--- config.mk ---
export PLATFORM = sky130hd
export DESIGN_NAME = if_stage
export DESIGN_NICKNAME = d
export VERILOG_FILES = /design/src/rtl/if_stage.sv
export SDC_FILE = /design/constraint.sdc
export NUM_CORES = 1
export LEC_CHECK = 0
export CORE_UTILIZATION = 35
export DETAILED_ROUTE_END_ITERATION = 10
export PLACE_DENSITY = 0.56
export SLEW_MARGIN = 20
export SYNTH_ARGS = -nofsm -noshare
export SYNTH_HDL_FRONTEND = slang
export SYNTH_SLANG_ARGS = --single-unit
--- constraint.sdc ---
create_clock -name clk -period 7.64 [get_ports clk]
set_input_delay 1.146 -clock clk [delete_from_list [all_inputs] [get_ports clk]]
set_output_delay 1.146 -clock clk [all_outputs]
set_load 0.05 [all_outputs]
--- src/rtl/if_stage.sv ---
`timescale 1ns/1ps
// ============================================================================
// if_stage
// ----------------------------------------------------------------------------
// Instruction-fetch stage that sits in front of ID. It owns the fetch PC and
// sends requests to instruction memory over a valid/ready request channel.
// Responses come back in order. Returned words wait in a 2-entry fetch queue,
// and the head of that queue is presented to ID. A redirect (branch, jump or
// trap) restarts fetch at a new PC and throws away all wrong-path work. That
// includes responses that are still in flight, which are counted and dropped
// when they arrive.
//
// Ports
//   clk, rst          : clock; asynchronous active-high reset
//   imem_req_valid    : out, fetch request valid
//   imem_req_ready    : in,  memory accepts the request this cycle
//   imem_req_addr     : out, word-aligned fetch address (the fetch PC)
//   imem_resp_valid   : in,  response word valid (in request order)
//   imem_resp_data    : in,  returned instruction word
//   redirect_valid    : in,  restart fetch at redirect_pc (highest priority)
//   redirect_pc       : in,  new fetch PC; low two bits are ignored
//   stall             : in,  ID cannot take the head instruction this cycle
//   if_valid          : out, queue head valid
//   if_instruction    : out, head word, NOP when if_valid=0
//   if_pc             : out, head PC, 0 when if_valid=0
// ============================================================================
module if_stage #(
    parameter logic [31:0] RESET_PC = 32'h0000_0000
) (
    input  logic        clk,
    input  logic        rst,
    output logic        imem_req_valid,
    input  logic        imem_req_ready,
    output logic [31:0] imem_req_addr,
    input  logic        imem_resp_valid,
    input  logic [31:0] imem_resp_data,
    input  logic        redirect_valid,
    input  logic [31:0] redirect_pc,
    input  logic        stall,
    output logic        if_valid,
    output logic [31:0] if_instruction,
    output logic [31:0] if_pc
);

    localparam logic [31:0] NOP = 32'h0000_0013;

    typedef enum logic {
        BOOT = 1'b0,
        RUN  = 1'b1
    } mode_t;

    // ------------------------------------------------------------------------
    // State
    // ------------------------------------------------------------------------
    mode_t       r_mode, w_mode_next;
    logic [31:0] r_fetch_pc, w_fetch_pc_next;

    // Fetch queue: entry 0 is the head.
    logic [31:0] r_q_pc    [2];
    logic [31:0] r_q_instr [2];
    logic [31:0] w_q_pc_next    [2];
    logic [31:0] w_q_instr_next [2];
    logic [1:0]  r_q_cnt, w_q_cnt_next;

    // In-flight PC FIFO. It holds only live requests. Requests that are
    // still pending drop are counted in r_inflight but have no entry here.
    logic [31:0] r_fl_pc [2];
    logic [31:0] w_fl_pc_next [2];
    logic [1:0]  r_inflight, w_inflight_next;
    logic [1:0]  r_drop_cnt, w_drop_next;

    // ------------------------------------------------------------------------
    // Per-cycle events
    // ------------------------------------------------------------------------
    logic        w_pop;
    logic        w_resp_eff;
    logic        w_resp_drop;
    logic        w_resp_live;
    logic        w_accept;
    logic [2:0]  w_occ;
    logic [1:0]  w_live_cnt;
    logic [1:0]  w_live_after_pop;
    logic [1:0]  w_q_after_pop;
    logic        w_q_wr_idx;
    logic        w_fl_wr_idx;
    logic [31:0] w_redirect_aligned;

    assign if_valid       = (r_q_cnt != 2'd0);
    assign if_instruction = if_valid ? r_q_instr[0] : NOP;
    assign if_pc          = if_valid ? r_q_pc[0]    : 32'h0;
    assign imem_req_addr  = r_fetch_pc;

    assign w_pop       = if_valid & ~stall;
    // A response with nothing outstanding belongs to a request issued
    // before the last reset, so it is ignored.
    assign w_resp_eff  = imem_resp_valid & (r_inflight != 2'd0);
    assign w_resp_drop = w_resp_eff & (r_drop_cnt != 2'd0);
    assign w_resp_live = w_resp_eff & (r_drop_cnt == 2'd0);

    // Occupancy at the end of this cycle, before any new request. Keeping
    // this below 2 reserves a queue slot for every live response, so the
    // queue can never overflow.
    assign w_occ = {1'b0, r_inflight} + {1'b0, r_q_cnt}
                 - {2'b00, w_pop} - {2'b00, w_resp_drop};

    assign imem_req_valid = (r_mode == RUN) & ~redirect_valid & (w_occ < 3'd2);
    assign w_accept       = imem_req_valid & imem_req_ready;

    assign w_live_cnt         = r_inflight - r_drop_cnt;
    assign w_live_after_pop   = w_live_cnt - {1'b0, w_resp_live};
    assign w_q_after_pop      = r_q_cnt - {1'b0, w_pop};
    assign w_q_wr_idx         = (w_q_after_pop != 2'd0);
    assign w_fl_wr_idx        = (w_live_after_pop != 2'd0);
    assign w_redirect_aligned = redirect_pc & 32'hFFFF_FFFC;

    // ------------------------------------------------------------------------
    // Mode FSM: BOOT holds off fetch for one cycle after reset.
    // ------------------------------------------------------------------------
    always_comb begin
        w_mode_next = r_mode;
        case (r_mode)
            BOOT: w_mode_next = RUN;
            RUN:  w_mode_next = RUN;
        endcase
    end

    // ------------------------------------------------------------------------
    // Next-state datapath
    // ------------------------------------------------------------------------
    // NOTE: every output of this block gets a default on entry, so no path
    // leaves a value unassigned and no latch can be inferred.
    always_comb begin
        w_fetch_pc_next = r_fetch_pc;
        w_q_pc_next     = r_q_pc;
        w_q_instr_next  = r_q_instr;
        w_q_cnt_next    = r_q_cnt;
        w_fl_pc_next    = r_fl_pc;
        w_inflight_next = r_inflight;
        w_drop_next     = r_drop_cnt;

        if (redirect_valid) begin
            // Everything still outstanding after this cycle's response (which
            // is discarded whatever it is) belongs to the old path.
            w_fetch_pc_next = w_redirect_aligned;
            w_q_cnt_next    = 2'd0;
            w_inflight_next = r_inflight - {1'b0, w_resp_eff};
            w_drop_next     = r_inflight - {1'b0, w_resp_eff};
        end else begin
            // Fetch queue: shift out the head, then append the live response.
            if (w_pop) begin
                w_q_pc_next[0]    = r_q_pc[1];
                w_q_instr_next[0] = r_q_instr[1];
            end
            if (w_resp_live) begin
                w_q_pc_next[w_q_wr_idx]    = r_fl_pc[0];
                w_q_instr_next[w_q_wr_idx] = imem_resp_data;
            end
            w_q_cnt_next = w_q_after_pop + {1'b0, w_resp_live};

            // In-flight PC FIFO: the live response consumes the oldest PC,
            // and an accepted request appends the current fetch PC.
            if (w_resp_live) begin
                w_fl_pc_next[0] = r_fl_pc[1];
            end
            if (w_accept) begin
                w_fl_pc_next[w_fl_wr_idx] = r_fetch_pc;
                w_fetch_pc_next           = r_fetch_pc + 32'd4;
            end

            w_inflight_next = r_inflight + {1'b0, w_accept} - {1'b0, w_resp_eff};
            w_drop_next     = r_drop_cnt - {1'b0, w_resp_drop};
        end
    end

    // ------------------------------------------------------------------------
    // Registers
    // ------------------------------------------------------------------------
    always_ff @(posedge clk or posedge rst) begin
        if (rst) begin
            r_mode     <= BOOT;
            r_fetch_pc <= RESET_PC;
            r_q_cnt    <= 2'd0;
            r_inflight <= 2'd0;
            r_drop_cnt <= 2'd0;
        end else begin
            r_mode     <= w_mode_next;
            r_fetch_pc <= w_fetch_pc_next;
            r_q_cnt    <= w_q_cnt_next;
            r_inflight <= w_inflight_next;
            r_drop_cnt <= w_drop_next;
        end
    end

    // NOTE: the payload arrays have no reset. Their contents matter only
    // under a nonzero count, and the counts are reset above.
    always_ff @(posedge clk) begin
        r_q_pc    <= w_q_pc_next;
        r_q_instr <= w_q_instr_next;
        r_fl_pc   <= w_fl_pc_next;
    end

endmodule

==> run summary <==
Outcome: finished clean
Synth Register Bits: 227
Post-CTS Setup Bufs: 0
DP HPWL: 16100 um
Largest area contributor in the netlist: edfxtp_1
Total internal power: 3370 uW
Least-Margin Pin Slew: 1.05 ns
Gr ovfl total: 0
Predominant post-synthesis flop cell: edfxtp_1
Core ar.: 0.0298 mm^2
Max frequency: 0.163 GHz
Peak supply drop: 0.172 mV
WHS: 0.477 ns
Worst-path cell chain: clkdlybuf4s50_1, o21a_1, nor2b_1, fa_1, fa_1, nand2b_1, fa_1, xnor2_1, nor3_1, clkdlybuf4s50_1
Slew Limit Fails: 0
CP Launch Type: primary input
Crit path launch: imem_resp_valid
Initial antenna violation count: 0
Seq/Total Area, Yosys: 62.2%
Synthesized area per cell: 11.7 um^2
Yosys cell types: 54
Clock share of power: 18.7%
Sequential share of power: 35.4%
Switching fraction of total power: 41.5%
Worst r2r src: r_q_cnt[1]
YS warnings: 0
Async set-reset flop share out of synthesis: 16.3%
Hold-fix buffers, CTS: 0
Part of the cycle the worst path needs: 80.3%
DIE AREA: 0.0312 mm^2
Post-synth EDFFs: 190
Syn Inst Count: 908
# IOs: 168
Max Cap Viol: 0
Cts repair resizes: 0
Worst skew pair latency: 0.53 ns
Synthesized cell area: 0.0107 mm^2
Most frequent cell after synthesis: edfxtp_1
Sw power: 2400 uW
CP max stage cell: clkdlybuf4s50_1
Antenna fix cells: 0
GPL Wtd Cong: 0.807
Rel. slew slack: 30.3%
Static Leak: 0.00494 uW
WS Path Type: primary input to output pin
P&R area growth vs syn: 25.7%
Site row count: 63
R2R setup slack: 2.83 ns
Die Width: 177 um
Vias/cell: 5.17
Vias in the first global route: 7392
Post-layout minimum cycle time: 6.13 ns
Most common cell on crit path: fa_1
DRC Markers: 0
CTS max path bufs: 3
Total CTS buffers: 25
Util after Layout: 45.0%
Worst-path fanout max: 6
Routed WL per cell: 18.2 um
Largest net degree at the start of global routing: 129
Register clock-pin slew on the reported worst setup and hold paths: 0.06 ns
Crit-path max cell delay: 0.85 ns
Synth area leaders: edfxtp_1, dfrtp_1, nand2_1, mux2_2, and2_1
Crit path arrival time: 4.99 ns
Cell Pwr Density: 430 mW/mm^2
Tot GR Track Use: 17.2%
RSZ-0062 raised after global routing: no
Total Wirelength: 26600 um
Worst Setup End Kind: output pin
Vias: 7554
Initial Util: 35.8%
H-Tree Depth: 1
CTS tree: built
CP required: 6.49 ns
Clock Sinks: 227
Global-route wire length before repair: 42200 um
Crit Reg-Reg Endpoint: r_inflight[1]
CP endpoint: imem_req_valid
Layout Skew: 0.0156 ns
IO buf count: 163
DR pass1 iterations: 5
Reg2Reg Depth: 17
Post-synth top cells: edfxtp_1, nand2_1, nor2_1
Yosys top cell area share: 53.5%
# nets final: 1137
CTS root buffer: clkbuf_16
Setup violations, final: 0
Comb power frac: 45.9%
Setup TNS: 0 ns
Worst hold path type: flop to flop
Drt initial violations: 532
Die Ht: 177 um
Detail Route Antenna Nets: 0
Fin. Hold Viols: 0
Share of layout cells above drive strength 1: 9.61%
## cell families after synthesis
logic type	after synthesis	share of synthesized area (%)
AOI/OAI and AO/OA	125	8.13
xor gates and xnor gates	11	0.903
adders and majority gates	14	1.92
buffers and inverters	79	3.13
DFF	227	62.2
muxes	62	6.33
other	2	0.0704
and+or+nand+nor	388	17.3
## flip-flops by register name, summed over array words and instances, names as in the netlist
signal         count
r_q_cnt            2
r_q_pc            64
r_mode             1
imem_req_addr     30
r_inflight         2
r_drop_cnt         2
r_fl_pc           62
r_q_instr         64
## critical path, delay by kind of cell
| kind | cells | cell delay, ns |
|---|---|---|
| AND/OR/NAND/NOR | 3 | 0.68 |
| buffers and inverters | 2 | 1.35 |
| adder cells (fa/ha/maj) | 3 | 1.33 |
| AO/OA/AOI/OAI | 1 | 0.26 |
| XOR/XNOR | 1 | 0.23 |
## area by class of cell
cell class	count	area, um^2
Timing Repair Buffer	175	1750
Sequential cell	227	6630
Fill cell	2794	16400
Tap cell	390	488
Clock inverter	13	60.1
Inverter	21	81.3
Clock buffer	33	656
Multi-Input combinational cell	603	3740
## through the flow
step / worst slack [ns] / cell area, um^2 / cells / power (uW)
global route: 1.32 / 13400 / 1462 / 6120
floorplan: 0.293 / 10700 / 909 / 3870
finish: 1.51 / 13400 / 1462 / 5770
detailed placement: 1.55 / 12700 / 1415 / 4740
global placement: 1.53 / 12700 / 1415 / 4700
CTS: 1.53 / 13400 / 1461 / 5840
## power groups by stage
stage	sequential, uW	clock, uW	combinational (uW)
after floorplan	2100	0	1770
after global placement	2050	0	2650
after detailed placement	2070	0	2670
after CTS	2040	1110	2690
after global routing	2090	1160	2880
final	2040	1080	2650
## per-layer routing
| metal | GRT usage (%) | vias up | share of wire [%] |
|---|---|---|---|
| met1 | 24.7 | 3662 | 48 |
| met5 | 0 | - | 0 |
| li1 | - | 3619 | - |
| met3 | 2.56 | 32 | 5.5 |
| met4 | 4.20 | 0 | 1.5 |
| met2 | 27.1 | 241 | 45 |
## placed cells by master, fill, tap and decap left out, types with 4 or more instances in the layout
cell / n
a211o_1: 4
mux2i_1: 18
nand4_1: 13
a221o_1: 5
and3_1: 4
o21ai_0: 9
nor3_1: 9
nand3_1: 18
buf_4: 9
a22oi_1: 5
and2_1: 67
and4_1: 4
a31oi_1: 66
mux2_2: 44
nand2b_1: 4
inv_1: 18
o211ai_1: 12
clkinv_2: 5
clkdlybuf4s50_1: 162
dfrtp_1: 37
xnor2_1: 8
fa_1: 4
ha_1: 10
nor2_1: 74
nand2_1: 159
clkinv_1: 7
o311ai_0: 6
clkbuf_1: 8
or4_1: 10
edfxtp_1: 190
nor4_1: 11
clkbuf_16: 25
## worst min path at each step
stage / start / endpoint / slack, ns / cells after the start
floorplan: r_fl_pc[32] / r_q_pc[0] / 0.44 / 0
global route: r_fl_pc[45] / r_q_pc[13] / 0.49 / 0
detailed placement: r_fl_pc[44] / r_q_pc[12] / 0.46 / 0
finish: r_fl_pc[60] / r_q_pc[28] / 0.48 / 0
global placement: r_fl_pc[46] / r_q_pc[14] / 0.46 / 0
CTS: r_fl_pc[55] / r_q_pc[23] / 0.47 / 0
(Power assumes the default switching activity.)
